### src/rtl/arith_chain_pkg.sv
// Shared constants and the final-operation mode encoding for the arith_chain pipeline.
package arith_chain_pkg;

  localparam int unsigned IN_W_DEF  = 5;
  localparam int unsigned OUT_W_DEF = 37;
  localparam int unsigned CNT_W     = 16;
  localparam int unsigned MODE_W    = 2;

  typedef enum logic [MODE_W-1:0] {
    MODE_ADD = 2'b00,
    MODE_SUB = 2'b01,
    MODE_MUL = 2'b10,
    MODE_XOR = 2'b11
  } mode_e;

endpackage

### src/rtl/arith_chain_slice.sv
// Generic valid/ready register slice with synchronous flush of the valid flag.
module arith_chain_slice #(
  parameter int unsigned W = 8
) (
  input  logic         clk,
  input  logic         rst_n,
  input  logic         flush,
  input  logic         up_valid,
  input  logic [W-1:0] up_data,
  output logic         up_ready_c,
  output logic         dn_valid,
  output logic [W-1:0] dn_data,
  input  logic         dn_ready
);

  logic         valid_q;
  logic [W-1:0] data_q;

  // Load when empty or when the held content leaves this cycle.
  assign up_ready_c = !valid_q || dn_ready;

  always_ff @(posedge clk or negedge rst_n) begin
    if (!rst_n) begin
      valid_q <= 1'b0;
      data_q  <= '0;
    end else begin
      if (flush) begin
        valid_q <= 1'b0;
      end else if (up_ready_c) begin
        valid_q <= up_valid;
      end
      if (up_ready_c && up_valid && !flush) begin
        data_q <= up_data;
      end
    end
  end

  assign dn_valid = valid_q;
  assign dn_data  = data_q;

endmodule

### src/rtl/arith_chain_pipe.sv
// Three-stage arithmetic chain x -> t0 -> t1 -> r with valid/ready flow control.
// Define ARITH_CHAIN_SAT_EN to clamp the result into [0, 2^OUT_W-1] instead of wrapping.
module arith_chain_pipe
  import arith_chain_pkg::*;
#(
  parameter int unsigned IN_W  = IN_W_DEF,
  parameter int unsigned OUT_W = OUT_W_DEF
) (
  input  logic              clk,
  input  logic              rst_n,
  input  logic              flush,
  input  logic [IN_W-1:0]   in_data,
  input  logic [MODE_W-1:0] in_mode,
  input  logic              in_valid,
  output logic              in_ready,
  output logic [OUT_W-1:0]  out_data,
  output logic              out_valid,
  input  logic              out_ready,
  output logic [CNT_W-1:0]  out_count
);

  localparam int unsigned T1_W = 2 * IN_W - 1;
  localparam int unsigned R_W  = 3 * IN_W + 1;
  localparam int unsigned P1_W = MODE_W + 2 * IN_W;
  localparam int unsigned P2_W = MODE_W + IN_W + T1_W;

  logic [IN_W-1:0]  sq_c;
  logic [IN_W-1:0]  tri_c;
  logic [IN_W-1:0]  t0_c;
  logic [P1_W-1:0]  p1_c;
  logic [P1_W-1:0]  q1;
  logic             v1;
  logic             rdy2;

  // S1: t0 from x alone; products are taken modulo 2^IN_W by width.
  always_comb begin
    sq_c  = in_data * in_data;
    tri_c = in_data * IN_W'(3);
    if (in_data[IN_W-2]) begin
      t0_c = tri_c;
    end else begin
      t0_c = sq_c & in_data;
    end
    p1_c = {in_mode, in_data, t0_c};
  end

  arith_chain_slice #(.W(P1_W)) u_s1 (
    .clk        (clk),
    .rst_n      (rst_n),
    .flush      (flush),
    .up_valid   (in_valid),
    .up_data    (p1_c),
    .up_ready_c (in_ready),
    .dn_valid   (v1),
    .dn_data    (q1),
    .dn_ready   (rdy2)
  );

  logic [IN_W-1:0]   x1;
  logic [IN_W-1:0]   t0_1;
  logic [MODE_W-1:0] m1;
  logic [T1_W-1:0]   t1_c;
  logic [P2_W-1:0]   p2_c;
  logic [P2_W-1:0]   q2;
  logic              v2;
  logic              rdy3;

  // S2: exact t1 = x * (t0 >> 1); x is consumed here.
  always_comb begin
    m1   = q1[P1_W-1:2*IN_W];
    x1   = q1[2*IN_W-1:IN_W];
    t0_1 = q1[IN_W-1:0];
    t1_c = T1_W'(x1) * T1_W'(t0_1[IN_W-1:1]);
    p2_c = {m1, t0_1, t1_c};
  end

  arith_chain_slice #(.W(P2_W)) u_s2 (
    .clk        (clk),
    .rst_n      (rst_n),
    .flush      (flush),
    .up_valid   (v1),
    .up_data    (p2_c),
    .up_ready_c (rdy2),
    .dn_valid   (v2),
    .dn_data    (q2),
    .dn_ready   (rdy3)
  );

  mode_e                  m2_c;
  logic [IN_W-1:0]        t0_2;
  logic [T1_W-1:0]        t1_2;
  logic signed [R_W-1:0]  a_c;
  logic signed [R_W-1:0]  b_c;
  logic signed [R_W-1:0]  r_c;
  logic [OUT_W-1:0]       res_c;

`ifdef ARITH_CHAIN_SAT_EN
  localparam int unsigned WIDE_W = ((R_W > OUT_W) ? R_W : OUT_W) + 2;
  localparam logic [WIDE_W-1:0] SAT_MAX = WIDE_W'({OUT_W{1'b1}});
  logic signed [WIDE_W-1:0] r_wide_c;
`endif

  // S3: exact signed result, then wrap or clamp into OUT_W bits.
  always_comb begin
    m2_c = mode_e'(q2[P2_W-1:P2_W-MODE_W]);
    t0_2 = q2[IN_W+T1_W-1:T1_W];
    t1_2 = q2[T1_W-1:0];
    a_c  = R_W'(t1_2);
    b_c  = R_W'(t0_2);
    r_c  = '0;
    case (m2_c)
      MODE_ADD: r_c = a_c + b_c;
      MODE_SUB: r_c = a_c - b_c;
      MODE_MUL: r_c = a_c * b_c;
      MODE_XOR: r_c = a_c ^ b_c;
      default:  r_c = '0;
    endcase
`ifdef ARITH_CHAIN_SAT_EN
    r_wide_c = WIDE_W'(r_c);
    if (r_wide_c[WIDE_W-1]) begin
      res_c = '0;
    end else if (r_wide_c > $signed(SAT_MAX)) begin
      res_c = '1;
    end else begin
      res_c = OUT_W'(r_wide_c);
    end
`else
    res_c = OUT_W'(r_c);
`endif
  end

  arith_chain_slice #(.W(OUT_W)) u_s3 (
    .clk        (clk),
    .rst_n      (rst_n),
    .flush      (flush),
    .up_valid   (v2),
    .up_data    (res_c),
    .up_ready_c (rdy3),
    .dn_valid   (out_valid),
    .dn_data    (out_data),
    .dn_ready   (out_ready)
  );

  logic [CNT_W-1:0] cnt_q;

  // Completed output transfers; flush leaves this alone.
  always_ff @(posedge clk or negedge rst_n) begin
    if (!rst_n) begin
      cnt_q <= '0;
    end else if (out_valid && out_ready) begin
      cnt_q <= cnt_q + CNT_W'(1);
    end
  end

  assign out_count = cnt_q;

endmodule

### config.mk
export PLATFORM = sky130hd
export DESIGN_NAME = arith_chain_pipe
export DESIGN_NICKNAME = d
export VERILOG_FILES = /design/src/rtl/arith_chain_pkg.sv /design/src/rtl/arith_chain_slice.sv /design/src/rtl/arith_chain_pipe.sv
export SDC_FILE = /design/constraint.sdc
export NUM_CORES = 1
export LEC_CHECK = 0
export ABC_AREA = 1
export CELL_PAD_IN_SITES_DETAIL_PLACEMENT = 0
export CELL_PAD_IN_SITES_GLOBAL_PLACEMENT = 1
export CORE_AREA = 2 2 122 124
export DETAILED_ROUTE_END_ITERATION = 8
export DIE_AREA = 0 0 124 126
export PLACE_DENSITY = 0.83
export SLEW_MARGIN = 20
export SYNTH_ARGS = -nofsm -noshare
export SYNTH_HDL_FRONTEND = slang
export SYNTH_SLANG_ARGS = --single-unit
export TNS_END_PERCENT = 10
### constraint.sdc
create_clock -name clk -period 4.1 [get_ports clk]
set_input_delay 0.41 -clock clk [delete_from_list [all_inputs] [get_ports clk]]
set_output_delay 0.41 -clock clk [all_outputs]
set_load 0.02 [all_outputs]
==> impl_results.md <==
* DR vias at 4,960
* Async set-reset flop share out of synthesis at 100.0%
* Fraction of the yosys area taken by sequential cells at 26.09%
* Core area at 0.01431 mm2
* Initial core utilization at 40.87%
* Post-synth EDFFs at 0
* Setup Crit Path Kind: flip-flop to flip-flop
* Largest net degree at the start of global routing at 37
* WP data arrival at 4.01 ns
* DIE HEIGHT at 126 um
* Most instantiated library cell after synthesis: nand2_1
* Total track usage at 18.42%
* Clk sinks at 61
* Util after Layout at 47.82%
* PwrDens at 466.6 mW/mm2
* R2R cell count at 15
* First-pass GRT wire length at 22,960 um
* Most instantiated cells after synthesis: nand2_1, inv_1, dfrtp_1
* Yosys top cell area share at 26.09%
* Mapped Cells at 810
* Yosys warning count at 0
* Routed WL per cell at 12.77 um
* Largest area contributor in the netlist: dfrtp_1
* Final Wtd Congestion at 0.8573
* Post-Syn Nets at 905
* Hpwl dp at 10,830 um
* DRT Wirelength at 13,320 um
* Resized cells post-CTS at 0
* Die ar. at 0.01562 mm2
* Slew @ Worst Pin at 0.8045 ns
* Post-cts hold buffer count at 0
* I/O pin count at 67
* TritonCTS clock tree: built
* Clock tree buffer depth at 2
* RSZ-0062 raised after global routing: no
* Layout cell share with drive strength beyond 1 at 5.821%
* CP cell instances: ha_1 > fa_1 > fa_1 > inv_1 > fa_1 > inv_1 > ha_1 > nand2_1 > nand2_1 > a21oi_1 > nand4_1 > nand3_1 > nand2_1 > nand2_1 > nand2_1
* Pre-CTS WS at 0.2980 ns
* Leakage power at 3.850 nW
* PortBufs at 66
* CP peak stage delay at 0.57 ns
* Setup_tns at 0 ns
* Area growth, synth to finish at 17.00%
* F_max at 0.2646 GHz
* Detailed Routing Iterations Pass 1 at 5
* Clock transition at path regs at 0.06 ns
* Post-synth cell types at 40
* Antenna cells at 0
* Final critical-path share of the clock period at 92.18%
* Ys flop type: dfrtp_1
* Routed Antenna Nets at 0
* Crit path top cell by count: nand2_1
* Family with the most delay on the worst path: adder cells
* CTS Buf Count at 9
* Worst Path Required at 4.33 ns
* Initial antenna violation count at 0
* Setup bufs post-CTS at 0
* Die Width at 124 um
* Max VDD drop at 0.2988 mV
* Root buffer cell: clkbuf_16
* Hold Fails Final Rpt at 0
* Tmin final at 3.779 ns
* Hold Crit Class: primary input to async pin
* Stages on the worst setup path at 15
* Setup crit end kind: flip-flop
* CP bufs+invs at 2
* Vias in the first global route at 4,846
* Relative slew margins at 46.37%
* Maximum fanout along the worst path at 11
* Largest cells by area after synthesis: dfrtp_1, nand2_1, ha_1
* Status: complete, no violations
* Worst Setup Start Kind: flip-flop
* Slowest cell on the critical path: dfrtp_1
* Max cap viols at 0
* Synthesis-stage register bit count at 61
* Cell Area, Synth at 0.005851 mm2
* Clk Latency, worst-skew pair at 0.34 ns
* DR iter-0 viols at 311
* Worst Skew at 0.005913 ns
* H-tree levels at 3
* Total gr overflow at 0
* Final max-slew violation count at 0
* Final #Nets at 949
* Avg Inst Size Synth at 7.223 um2
* Vias per inst at 4.756
* Setup-failing EPs final at 0
* Min setup slack post-route at 0.3205 ns
* FP Rows at 44
* DRC Markers at 0
-- flip-flops by register name, indices dropped and copies added, names as in the netlist --
register,cells
u_s3.dn_valid,1
out_count,16
u_s1.dn_data,11
u_s2.dn_data,16
u_s2.dn_valid,1
u_s1.dn_valid,1
u_s3.dn_data,15
-- kinds of logic (layout without fill, tap and decap cells) --
| logic type | count (synthesis) | after routing | synth area share [%] |
|---|---|---|---|
| AO/OA/AOI/OAI | 71 | 71 | 6.779 |
| XOR/XNOR | 24 | 24 | 3.593 |
| adder cells (fa/ha/maj) | 83 | 83 | 21.60 |
| buffers and inverters | 203 | 252 | 14.80 |
| flip-flops | 61 | 61 | 26.09 |
| AND/OR/NAND/NOR | 368 | 368 | 27.14 |
-- worst paths after layout --
kind / start / endpoint / slack (ns)
setup / recovery: u_s2.dn_data[13]$_DFFE_PN0P_ / u_s3.dn_data[11]$_DFFE_PN0P_ / 0.32
hold / removal: rst_n / u_s3.dn_data[4]$_DFFE_PN0P_ / 0.16
setup reg to reg: u_s2.dn_data[13]$_DFFE_PN0P_ / u_s3.dn_data[11]$_DFFE_PN0P_ / 0.32
hold reg to reg: u_s3.dn_data[6]$_DFFE_PN0P_ / u_s3.dn_data[6]$_DFFE_PN0P_ / 0.48
max in group asynchronous: rst_n / u_s2.dn_data[2]$_DFFE_PN0P_ / 3.10
min in group clk: u_s3.dn_data[6]$_DFFE_PN0P_ / u_s3.dn_data[6]$_DFFE_PN0P_ / 0.48
-- report_power, final --
part / total [mW] / leakage [nW] / switching (mW) / internal (mW)
logic: 1.53 / 2.93 / 0.918 / 0.616
registers: 0.888 / 0.770 / 0.166 / 0.722
clock network: 0.772 / 0.145 / 0.282 / 0.490
-- cell usage in the layout, fill, tap and decap left out, types with 5 or more instances in the layout --
master / count
nand2_1: 227
clkbuf_16: 9
clkdlybuf4s50_1: 65
inv_1: 155
dfrtp_1: 61
inv_2: 8
nand4_1: 12
nor2_1: 47
nand3_1: 59
fa_1: 30
ha_1: 53
buf_4: 7
a21oi_1: 17
nor3_1: 5
xor2_1: 20
o21ai_0: 31
o21ai_1: 5
-- per-stage QoR --
stage / power, mW / instances / hold WS, ns / area, um2
6_report: 3.194 / 1043 / 0.1648 / 6845
5_1_grt: 3.481 / 1043 / 0.2419 / 6845
4_1_cts: 3.224 / 1043 / 0.2070 / 6845
3_5_place_dp: 2.433 / 1027 / 0.4729 / 6535
3_3_place_gp: 2.414 / 1027 / 0.4655 / 6535
2_1_floorplan: 1.976 / 810 / 0.1144 / 5851
-- metal layers --
metal / vias to the layer above / track usage, % / share of wire (%)
li1: 2569 / - / -
met1: 2277 / 24.76 / 48
met2: 97 / 30.32 / 47
met3: 17 / 3.487 / 4.0
met4: 0 / 5.023 / 1.6
met5: - / 0 / 0
-- worst register-to-register path, cell delays in order, from the launching register on --
cell,delay [ns]
dfrtp_1,0.57
ha_1,0.37
fa_1,0.47
fa_1,0.55
inv_1,0.05
fa_1,0.53
inv_1,0.04
ha_1,0.35
nand2_1,0.09
nand2_1,0.07
a21oi_1,0.20
nand4_1,0.12
nand3_1,0.10
nand2_1,0.05
nand2_1,0.07
nand2_1,0.04
-- area by class of cell --
type                            count  area, um2
Fill cell                        1479       7468
Multi-Input combinational cell    546       3458
Sequential cell                    61       1526
Timing Repair Buffer               73      708.2
Inverter                          163      611.8
Clock buffer                       10      239.0
Tap cell                          184      230.2
Clock inverter                      6      71.32
Power figures use the tool's default switching activity.
